==> src/rtl/window_gen_3x3.sv <==
`default_nettype none
// +--------------------------------------------------------------------------+
// | window_gen_3x3 : raster pixel stream -> 3x3 neighbourhood per interior px |
// | Revision 1.0                                                             |
// +--------------------------------------------------------------------------+
module window_gen_3x3 #(
  parameter int ROWS = 5,
  parameter int COLS = 5
) (
  input  logic       clk,
  input  logic       rst,
  input  logic       done_i,
  input  logic [7:0] pixel_i,
  output logic [7:0] d0_o,
  output logic [7:0] d1_o,
  output logic [7:0] d2_o,
  output logic [7:0] d3_o,
  output logic [7:0] d4_o,
  output logic [7:0] d5_o,
  output logic [7:0] d6_o,
  output logic [7:0] d7_o,
  output logic [7:0] d8_o,
  output logic       done_o,
  output logic       frame_done_o
);

  localparam int C_COL_W = $clog2(COLS);
  localparam int C_ROW_W = $clog2(ROWS);
  localparam logic [C_COL_W-1:0] C_COL_LAST = C_COL_W'(COLS - 1);
  localparam logic [C_COL_W-1:0] C_COL_TWO  = C_COL_W'(2);
  localparam logic [C_COL_W-1:0] C_COL_ONE  = C_COL_W'(1);
  localparam logic [C_ROW_W-1:0] C_ROW_LAST = C_ROW_W'(ROWS - 1);
  localparam logic [C_ROW_W-1:0] C_ROW_TWO  = C_ROW_W'(2);
  localparam logic [C_ROW_W-1:0] C_ROW_ONE  = C_ROW_W'(1);

  typedef enum logic [1:0] {
    S_IDLE = 2'd0,
    S_FILL = 2'd1,
    S_RUN  = 2'd2,
    S_DONE = 2'd3
  } state_t;

  state_t               r_state;
  state_t               w_state_next;
  logic [C_COL_W-1:0]   r_col;
  logic [C_ROW_W-1:0]   r_row;
  logic [7:0]           r_lb0 [COLS];
  logic [7:0]           r_lb1 [COLS];
  logic [7:0]           r_win [9];
  logic [7:0]           r_dout [9];
  logic [7:0]           w_shift [9];
  logic [7:0]           w_top;
  logic [7:0]           w_mid;
  logic                 r_done;
  logic                 r_frame_done;
  logic                 w_col_last;
  logic                 w_frame_last;
  logic                 w_emit;

  assign w_top        = r_lb0[r_col];
  assign w_mid        = r_lb1[r_col];
  assign w_col_last   = (r_col == C_COL_LAST);
  assign w_frame_last = w_col_last && (r_row == C_ROW_LAST);
  assign w_emit       = done_i && (r_row >= C_ROW_TWO) && (r_col >= C_COL_TWO);

  // Window as it will look after this pixel is accepted; d0 oldest, d8 newest.
  always_comb begin
    w_shift[0] = r_win[1];
    w_shift[1] = r_win[2];
    w_shift[2] = w_top;
    w_shift[3] = r_win[4];
    w_shift[4] = r_win[5];
    w_shift[5] = w_mid;
    w_shift[6] = r_win[7];
    w_shift[7] = r_win[8];
    w_shift[8] = pixel_i;
  end

  // Storage is never emitted before being refilled, so it carries no reset.
  always_ff @(posedge clk) begin
    if (done_i) begin
      r_lb0[r_col] <= w_mid;
      r_lb1[r_col] <= pixel_i;
      r_win        <= w_shift;
    end
  end

  always_comb begin
    w_state_next = r_state;
    unique case (r_state)
      S_IDLE: if (done_i) w_state_next = S_FILL;
      S_FILL: if (done_i && (r_row == C_ROW_TWO) && (r_col == '0)) w_state_next = S_RUN;
      S_RUN:  if (done_i && w_frame_last) w_state_next = S_DONE;
      S_DONE: w_state_next = done_i ? S_FILL : S_IDLE;
      default: w_state_next = S_IDLE;
    endcase
  end

  always_ff @(posedge clk or negedge rst) begin
    if (!rst) begin
      r_state      <= S_IDLE;
      r_col        <= '0;
      r_row        <= '0;
      r_done       <= 1'b0;
      r_frame_done <= 1'b0;
      r_dout       <= '{default: 8'd0};
    end else begin
      r_state      <= w_state_next;
      r_done       <= w_emit;
      r_frame_done <= (r_state == S_DONE);
      if (w_emit) begin
        r_dout <= w_shift;
      end
      if (done_i) begin
        if (w_col_last) begin
          r_col <= '0;
          r_row <= (r_row == C_ROW_LAST) ? '0 : r_row + C_ROW_ONE;
        end else begin
          r_col <= r_col + C_COL_ONE;
        end
      end
    end
  end

  assign d0_o         = r_dout[0];
  assign d1_o         = r_dout[1];
  assign d2_o         = r_dout[2];
  assign d3_o         = r_dout[3];
  assign d4_o         = r_dout[4];
  assign d5_o         = r_dout[5];
  assign d6_o         = r_dout[6];
  assign d7_o         = r_dout[7];
  assign d8_o         = r_dout[8];
  assign done_o       = r_done;
  assign frame_done_o = r_frame_done;

endmodule
`default_nettype wire

==> config.mk <==
export PLATFORM = sky130hd
export DESIGN_NAME = window_gen_3x3
export DESIGN_NICKNAME = d
export VERILOG_FILES = /design/src/rtl/window_gen_3x3.sv
export SDC_FILE = /design/constraint.sdc
export NUM_CORES = 1
export LEC_CHECK = 0
export ABC_CLOCK_PERIOD_IN_PS = 7400
export CAP_MARGIN = 20
export CORE_MARGIN = 1.5
export CORE_UTILIZATION = 35
export DETAILED_ROUTE_END_ITERATION = 16
export GPL_TIMING_DRIVEN = 1
export PLACE_DENSITY_LB_ADDON = 0.12
export SYNTH_ARGS = -nofsm -noshare
export SYNTH_HDL_FRONTEND = slang
export SYNTH_SLANG_ARGS = --single-unit
==> constraint.sdc <==
create_clock -name clk -period 7.4 [get_ports clk]
set_clock_uncertainty 0.15 [all_clocks]
set_input_delay 0.74 -clock clk [delete_from_list [all_inputs] [get_ports clk]]
set_output_delay 0.74 -clock clk [all_outputs]
set_load 0.01 [all_outputs]
=== After elaboration in Yosys (flattened, before gate mapping) ===
Memory sizes are Yosys's and may differ from the RTL's.
Index checks and enable logic that the tools add are counted.

* Bits of input ports: 11
* Logic and storage cells: 54
* RAM bits: 80
* Memories: 2
* Output and inout bits: 74
* Bits in registers: 130

{| class="wikitable"
|+ Memories
! name !! words !! bits a word !! read ports !! clocked after memory_dff !! wr ports !! RTL line !! source
|-
| r_lb0 || 5 || 8 || 1 || 0 || 1 || 47 || <nowiki>logic [7:0] r_lb0 [COLS];</nowiki>
|-
| r_lb1 || 5 || 8 || 1 || 0 || 1 || 48 || <nowiki>logic [7:0] r_lb1 [COLS];</nowiki>
|}

* Add/subtract/negate cells: 2
* Reductions and logical operators: 10
* Equality and inequality tests: 9
* Order comparisons: 2
* Muxes and demuxes: 9

{| class="wikitable"
|+ Operator list
! cell !! number
|-
| 2-bit case mux with 4 select lines || 1
|-
| 3-bit by 1-bit adder with 3-bit output, second input constant || 2
|-
| 3-bit equality test, second input constant || 2
|-
| 3-bit by 2-bit >= comparator with 1-bit output, second input constant || 2
|-
| 1-bit logical AND || 6
|-
| 2-bit two-way mux || 3
|-
| 3-bit two-way mux || 2
|-
| 2-bit inequality test, second input constant || 3
|-
| 2-bit equality test, second input constant || 2
|-
| 3-bit by 2-bit equality test with 1-bit output, second input constant || 1
|-
| 3-bit logical NOT || 1
|-
| 1-bit two-way mux || 3
|-
| 3-bit AND reduction || 1
|-
| 2-bit by 1-bit equality test with 1-bit output, second input constant || 1
|-
| 2-bit logical NOT || 1
|-
| 2-bit AND reduction || 1
|}

=== Longest topological paths before layout ===
Gate-level depths: netlist of run 1.

* Word-level depth: 5
* Gate-level depth with buffers: 7
* Mapped depth without buffers: 6

=== Worst setup path after synthesis of run 1 ===
OpenSTA, ideal clock, no wires.

* Path kind: input -> register
* Start: in done_i
* End: mem r_lb0[4][0] (enable)
* Setup slack: 4.735 ns
* Path buffers: 1
* Library setup time: 0.409 ns
* Data arrival time: 2.106 ns
* Cell stages on the path: 3
* Path through: buf_2 nand2_1 nor3_1

* Longest elaborated chain between the ends: 2

{| class="wikitable"
|+ Ends and longest elaborated chain
! item !! RTL line !! source
|-
| from (decl) || 12 || <nowiki>input logic done_i,</nowiki>
|-
| 1-bit two-way mux || 81 || <nowiki>if (done_i) begin</nowiki>
|-
| 1-bit two-way mux (implied by the code) || 82 || <nowiki>r_lb0[r_col] <= w_mid;</nowiki>
|-
| to (decl) || 47 ||
|}

No other way between the ends.

=== Final worst setup path of run 1 ===
* Start: reg r_col[2]
* End: reg r_dout, in the netlist d0_o[6]

* Longest elaborated chain between the ends: 2

{| class="wikitable"
|+ Ends and longest elaborated chain
! item !! RTL line !! source
|-
| from (decl) || 45 || <nowiki>logic [C_COL_W-1:0] r_col;</nowiki>
|-
| from (signal assigned) || 119 || <nowiki>r_col <= r_col + C_COL_ONE;</nowiki>
|-
| 3-bit by 2-bit >= comparator with 1-bit output || 64 || <nowiki>assign w_emit = done_i && (r_row >= C_ROW_TWO) && (r_col >= C_COL_TWO);</nowiki>
|-
| 1-bit logical AND || 64 ||
|-
| to (signal assigned) || 112 || <nowiki>r_dout <= w_shift;</nowiki>
|-
| to (decl) || 50 || <nowiki>logic [7:0] r_dout [9];</nowiki>
|}

No other way between the ends.
A chain may end at the register's enable or synchronous reset.

==> summary.txt, run 1 <==
Floorplan
  • Chip width: 151.8 um
  • Die area: 23050 sq um
  • Cell row count: 54
  • Initial Util: 35.63%
  • Core area: 21760 sq um
  • Die Height: 151.8 um
  • I/O Pins: 85

Clocking
  • TritonCTS clock tree: done
  • PostCTS Resize Cnt: 0
  • Hold-fix buffer count after cts: 0
  • Max H-tree Level: 1
  • CTS root buf: clkbuf_16
  • Skew-Pair Late Insertion Delay: 490 ps
  • Max Root-Sink Buffers: 3
  • CTS sink cnt: 210
  • Clock buffer count from CTS: 23
  • Clock-pin slew on the worst setup and hold paths: 60 ps
  • Setup Buffers After CTS: 0

Synthesis
  • Post-Synth Adder-Cell Area: 1.614%
  • Syn nets: 404
  • Compound-gate portion of the synthesized area: 1.017%
  • Syn avg cell area: 20.24 sq um
  • Largest family of logic cells by synthesized area: multiplexers
  • Total number of yosys warnings: 0
  • Post-synthesis xor/xnor area fraction: 0%
  • Mux cell area share after synthesis: 18.50%
  • Area of the mapped netlist: 7752 sq um
  • Synth Area in Simple Gates: 1.485%
  • Post-Syn Instances: 383
  • Netlist cell types: 29
  • Sequential cell area fraction in the yosys report: 76.05%
  • FF+latch count, synth: 210

Timing
  • RSZ-0062 raised after global routing: no
  • Final period util: 40.65%
  • Max transition margin: 32.01%
  • Fin. Hold Viols: 0
  • Slew @ Worst Pin: 1020 ps
  • F_max: 332.4 MHz
  • Final Max Slew Viols: 0
  • Setup TNS: 0 ps
  • Min cycle time layout: 3008 ps
  • # setup viols final: 0

Critical path
  • CP endpoint: d0_o[6]
  • R2R Setup Slk: 4390 ps
  • R2R Path Start: r_col[2]
  • Worst Path Required: 7620 ps
  • CP startpoint: r_col[2]
  • CP Launch Type: flop
  • Crit. End Element: flop
  • Crit path DAT: 3230 ps
  • Reg-to-reg endpoint: d0_o[6]
  • Reg2reg path depth: 5
  • CP Class: flop to flop
  • Worst Path Max Fanout: 39

Route
  • Vias/cell: 4.690
  • DR WL/cell: 17.86 um
  • DRT Wirelength: 14020 um
  • # DRC: 0
  • Vias: 3682
  • Drt first pass iters: 4
  • Antenna Nets Post-Route: 0
  • 1st-iter DRT viols: 164

Global routing
  • Global-route wire length before repair: 22610 um
  • Vias in the first global route: 3943
  • Grt ovf: 0
  • Initial antenna violation count: 0
  • Largest net degree at the start of global routing: 53
  • Gr usage total: 12.31%

Placed design
  • DP HPWL: 8280 um
  • Port bufs: 84
  • GP Congestion: 0.7164
  • Cell Area, Placed: 8956 sq um

Power and ir drop
  • PD cells: 445.4 nW/um^2
  • Static Leakage: 3.604 nW
  • VDD IR max: 0.2202 mV

Cells and area
  • Share of layout cells above drive strength 1: 20.59%
  • Largest regs: r_win x48, r_lb0 x40, r_lb1 x40
  • Largest register FFs: 48
  • Layout net count: 510
  • Biggest register: r_win
  • Inserted Diodes: 0
  • Area Growth Syn to Fin: 25.52%
  • Fin area: 9731 sq um

Min path
  • Hold crit path type: input pin to asynchronous set/reset pin

Run status
  • Status: finished clean

Run
  • Max-cap violation count: 0
-- Yosys cell counts, drive strengths merged --
master / number / area share (%)
buf: 14 / 1.0
a32oi: 1 / 0.11
nand2: 6 / 0.29
nor3b: 1 / 0.097
dfrtp: 82 / 26
a21oi: 1 / 0.064
ha: 10 / 1.6
mux2: 90 / 14
nand3: 4 / 0.26
a211oi: 1 / 0.097
nand2b: 1 / 0.081
mux4: 16 / 4.6
o31ai: 2 / 0.19
inv: 7 / 0.34
and3: 1 / 0.081
nor3: 6 / 0.39
nand4: 1 / 0.081
nor2: 2 / 0.13
edfxtp: 128 / 50
a21o: 1 / 0.097
nor2b: 1 / 0.081
o21ai: 7 / 0.45
-- logic make-up (layout without fill, tap and decap cells) --
kind of cell / count (synthesis) / in the layout
buffers and inverters: 21 / 143
multiplexers: 106 / 106
adder cells (fa/ha/maj): 10 / 10
AO/OA/AOI/OAI: 13 / 13
flip-flops: 210 / 210
AND/OR/NAND/NOR: 23 / 23
-- cell usage in the layout, fill, tap and decap left out, types with 2 or more instances in the layout --
cell	n
nor3_2	5
inv_2	2
clkbuf_1	6
o31ai_1	2
edfxtp_1	128
mux4_2	16
clkbuf_16	23
mux2_2	16
clkinvlp_4	2
clkdlybuf4s50_1	82
nand2_1	6
mux2_4	16
inv_1	5
nand3_1	4
dfrtp_1	82
mux2_1	58
o21ai_1	6
ha_1	10
buf_4	10
bufinv_16	2
clkinv_2	5
-- power breakdown --
group	leakage (nW)	switching [mW]	internal (mW)
registers	2.17	0.191	1.69
clock network	0.354	0.437	0.654
logic	1.08	0.580	0.780
total	3.60	1.21	3.13
-- per-stage QoR --
step	power, mW	utilization, %	cells	setup WS, ps	hold slack [ps]
3_3_place_gp	3.243	41.17	742	3614	278.7
4_1_cts	4.393	44.51	783	3587	79.86
5_1_grt	4.588	44.73	785	4121	97.35
6_report	4.334	44.73	785	4392	62.53
3_5_place_dp	3.276	41.17	742	3622	281.1
2_1_floorplan	2.607	-	383	4735	272.2
-- critical path: stages, from the launching register on --
cell	delay, ps
dfrtp_1	1010
nor3_1	180
nor2_4	360
buf_12	240
buf_4	520
mux2_1	380
-- worst min path at each step --
| stage | start | to |
|---|---|---|
| finish | rst | d3_o[1] |
| global route | rst | d3_o[1] |
| CTS | rst | d3_o[1] |
| detailed placement | r_win[53] | r_win[61] |
| global placement | r_win[28] | r_win[36] |
| floorplan | r_win[2] | r_win[10] |
-- per-layer routing --
layer / share of wire, % / GRT usage [%] / vias up
li1: - / - / 1685
met1: 46 / 17.00 / 1890
met2: 47 / 19.33 / 86
met3: 5.2 / 3.166 / 21
met4: 1.9 / 3.467 / 0
met5: 0 / 0 / -
-- layout make-up --
cell class / instances / area (sq um)
timing repair buffer: 95 / 948.4
multi-input combinational: 152 / 1783
tap: 280 / 350.3
clock buffer: 30 / 611.8
inverter: 7 / 26.28
fill: 1910 / 12030
clock inverter: 11 / 115.1
sequential: 210 / 5896
Note: power is estimated with default switching activity, not from simulation.
==> run 2, diff against run 1 <==
Settings changed: ABC_CLOCK_PERIOD_IN_PS 7400 to 3100.
Clock period 7.4 ns to 3.1 ns, I/O delays scaled along.
==> run 2 against run 1 <==
Effect of this change:
- sequential cell count stayed put
- non-clock buffer count grew 8
- utilization up 0.32 points
- critical endpoint is now d8_o[6]
- design area is 0.72% higher
- via count up 0.90%
- fmax is 28% higher
- highest routed layer unchanged
- die area did not move
- largest cell class unchanged
- critical path depth did not move
- critical path type unchanged
- sequential power increased by 140%
==> summary.txt, run 2 (synthesis gave the netlist of run 1 again) <==
Floorplan
  • Die Height: 151.8 um (unchanged)
  • Chip width: 151.8 um (unchanged)
  • Initial Util: 35.63% (unchanged)
  • Cell row count: 54 (unchanged)
  • I/O Pins: 85 (unchanged)
  • Core area: 21760 sq um (unchanged)
  • Die area: 23050 sq um (unchanged)

Global routing
  • Largest net degree at the start of global routing: 49 (was 53)
  • Vias in the first global route: 4137 (was 3943)
  • Initial antenna violation count: 0 (unchanged)
  • Global-route wire length before repair: 23380 um (was 22610 um)
  • Gr usage total: 12.77% (was 12.31%)
  • Grt ovf: 0 (unchanged)

Critical path
  • CP Class: flop to flop (unchanged)
  • Crit path DAT: 2580 ps (was 3230 ps)
  • Worst Path Max Fanout: 25 (was 39)
  • Crit. End Element: flop (unchanged)
  • CP Launch Type: flop (unchanged)
  • Worst Path Required: 3320 ps (was 7620 ps)
  • R2R Path Start: r_col[1] (was r_col[2])
  • R2R Setup Slk: 740 ps (was 4390 ps)
  • Reg-to-reg endpoint: d8_o[6] (was d0_o[6])
  • Reg2reg path depth: 5 (unchanged)

Timing
  • Minimum hold slack: 37.72 ps (was 62.53 ps)
  • Fin. Hold Viols: 0 (unchanged)
  • # setup viols final: 0 (unchanged)
  • F_max: 424.3 MHz (was 332.4 MHz)
  • Final Max Slew Viols: 0 (unchanged)
  • Final period util: 76.02% (was 40.65%)
  • RSZ-0062 raised after global routing: no (unchanged)
  • Min cycle time layout: 2357 ps (was 3008 ps)
  • Max transition margin: 51.30% (was 32.01%)
  • Setup TNS: 0 ps (unchanged)
  • Slew @ Worst Pin: 730.6 ps (was 1020 ps)

Route
  • DRT Wirelength: 14230 um (was 14020 um)
  • DR WL/cell: 17.94 um (was 17.86 um)
  • Drt first pass iters: 4 (unchanged)
  • Vias: 3715 (was 3682)
  • # DRC: 0 (unchanged)
  • 1st-iter DRT viols: 132 (was 164)
  • Vias/cell: 4.685 (was 4.690)
  • Antenna Nets Post-Route: 0 (unchanged)

Cells and area
  • Commonest non-fill, non-tap cell in the layout: edfxtp_1 (unchanged)
  • Share of layout cells above drive strength 1: 21.83% (was 20.59%)
  • Most frequent cells in the layout: edfxtp_1 (128), dfrtp_1 (82), clkdlybuf4s50_1 (82), mux2_1 (58), clkbuf_16 (23) (unchanged)
  • Area Growth Syn to Fin: 26.42% (was 25.52%)
  • Multi-input gate area: 1783 sq um (unchanged)
  • Fin area: 9801 sq um (was 9731 sq um)
  • Final Core Density: 45.05% (was 44.73%)
  • Reg area: 5896 sq um (unchanged)
  • Largest regs: r_win x48, r_lb0 x40, r_lb1 x40 (unchanged)
  • Biggest register: r_win (unchanged)
  • Inserted Diodes: 0 (unchanged)
  • Largest register FFs: 48 (unchanged)
  • Layout net count: 518 (was 510)
  • Final-layout fill cell count: 1893 (was 1910)

Placed design
  • Cell Area, Placed: 9049 sq um (was 8956 sq um)
  • GP Congestion: 0.7383 (was 0.7164)
  • Port bufs: 84 (unchanged)
  • DP HPWL: 8783 um (was 8280 um)

Clocking
  • Skew-Pair Late Insertion Delay: 490 ps (about the same)
  • TritonCTS clock tree: done (unchanged)
  • Clock buffer count from CTS: 23 (unchanged)
  • Max Root-Sink Buffers: 3 (unchanged)
  • Setup Buffers After CTS: 0 (unchanged)
  • CTS sink cnt: 210 (unchanged)
  • Clock-pin slew on the worst setup and hold paths: 60 ps (about the same)
  • CTS root buf: clkbuf_16 (unchanged)
  • Max H-tree Level: 1 (unchanged)
  • PostCTS Resize Cnt: 0 (unchanged)

Power and ir drop
  • VDD IR max: 0.4321 mV (was 0.2202 mV)
  • PD cells: 1057 nW/um^2 (was 445.4 nW/um^2)
  • Static Leakage: 3.650 nW (was 3.604 nW)

Min path
  • Hold crit path type: input pin to flop (was input pin to asynchronous set/reset pin)
  • Hold Crit Endpoint: r_col[0]
  • HP Start: done_i
  • Cells on Worst Hold Path: 2

Run status
  • Status: finished clean (unchanged)

Run
  • Max-cap violation count: 0 (unchanged)
==> run 2: cell types whose count changed in the layout (fill, tap and decap cells not counted) <==
cell | before | now
clkbuf_1 | 6 | 5
clkbuf_8 | 1 | 6
clkinv_4 | 1 | 0
clkinv_2 | 5 | 4
buf_16 | 1 | 0
dlygate4sd3_1 | 0 | 1
buf_4 | 10 | 17
inv_4 | 1 | 0
bufinv_16 | 2 | 1
buf_12 | 1 | 2
==> run 2: per-stage QoR <==
step                worst slack, ps  instances  power (mW)
floorplan                     559.2        383       6.224
global placement              782.8        751       7.796
detailed placement            703.0        751       7.878
CTS                           685.6        793       10.58
global route                  603.5        793       10.98
finish                        743.3        793       10.36
==> run 2: report_power, final <==
part	internal, mW	switching, mW
logic	1.86	1.40
registers	4.04	0.440
clock network	1.59	1.03
total	7.49	2.87
==> run 2: worst max-delay path by stage <==
stage               startpoint          end  slack [ps]  depth (start not counted)
floorplan             r_col[1]  r_lb0[2][0]         560                          3
global placement      r_col[1]      d6_o[6]         780                          5
detailed placement    r_col[1]      d8_o[6]         700                          5
CTS                   r_col[1]      d8_o[6]         690                          5
global route          r_col[1]      d8_o[2]         600                          5
finish                r_col[1]      d8_o[6]         740                          5
==> run 2: per-layer routing <==
metal	global-route usage [%]	share of wire [%]	up-vias
met5	0	0	-
met4	3.652	1.8	0
met3	3.052	5.3	27
met2	21.76	49	87
met1	16.26	44	1910
li1	-	-	1691
==> run 2: critical path, stage by stage (launching register included) <==
cell and delay (ps):
dfrtp_1 810, ha_1 270, nor3_1 70, nor2_4 180, buf_4 350, mux2_1 370
==> run 2: timing repair <==
item                                    CTS  global route
hold endpoints to repair                 37             0
endpoints found under the setup margin    0             0
hold buffers                              1             0
==> run 2: layout make-up <==
cell class              instances  share of cell area [%]
multi-input cells             152                   18.19
flip-flops and latches        210                   60.16
inverters                       7                  0.2681
well taps                     280                   3.575
clock buffers                  34                   6.907
repair buffers                103                   10.24
clock inverters                 7                  0.6639
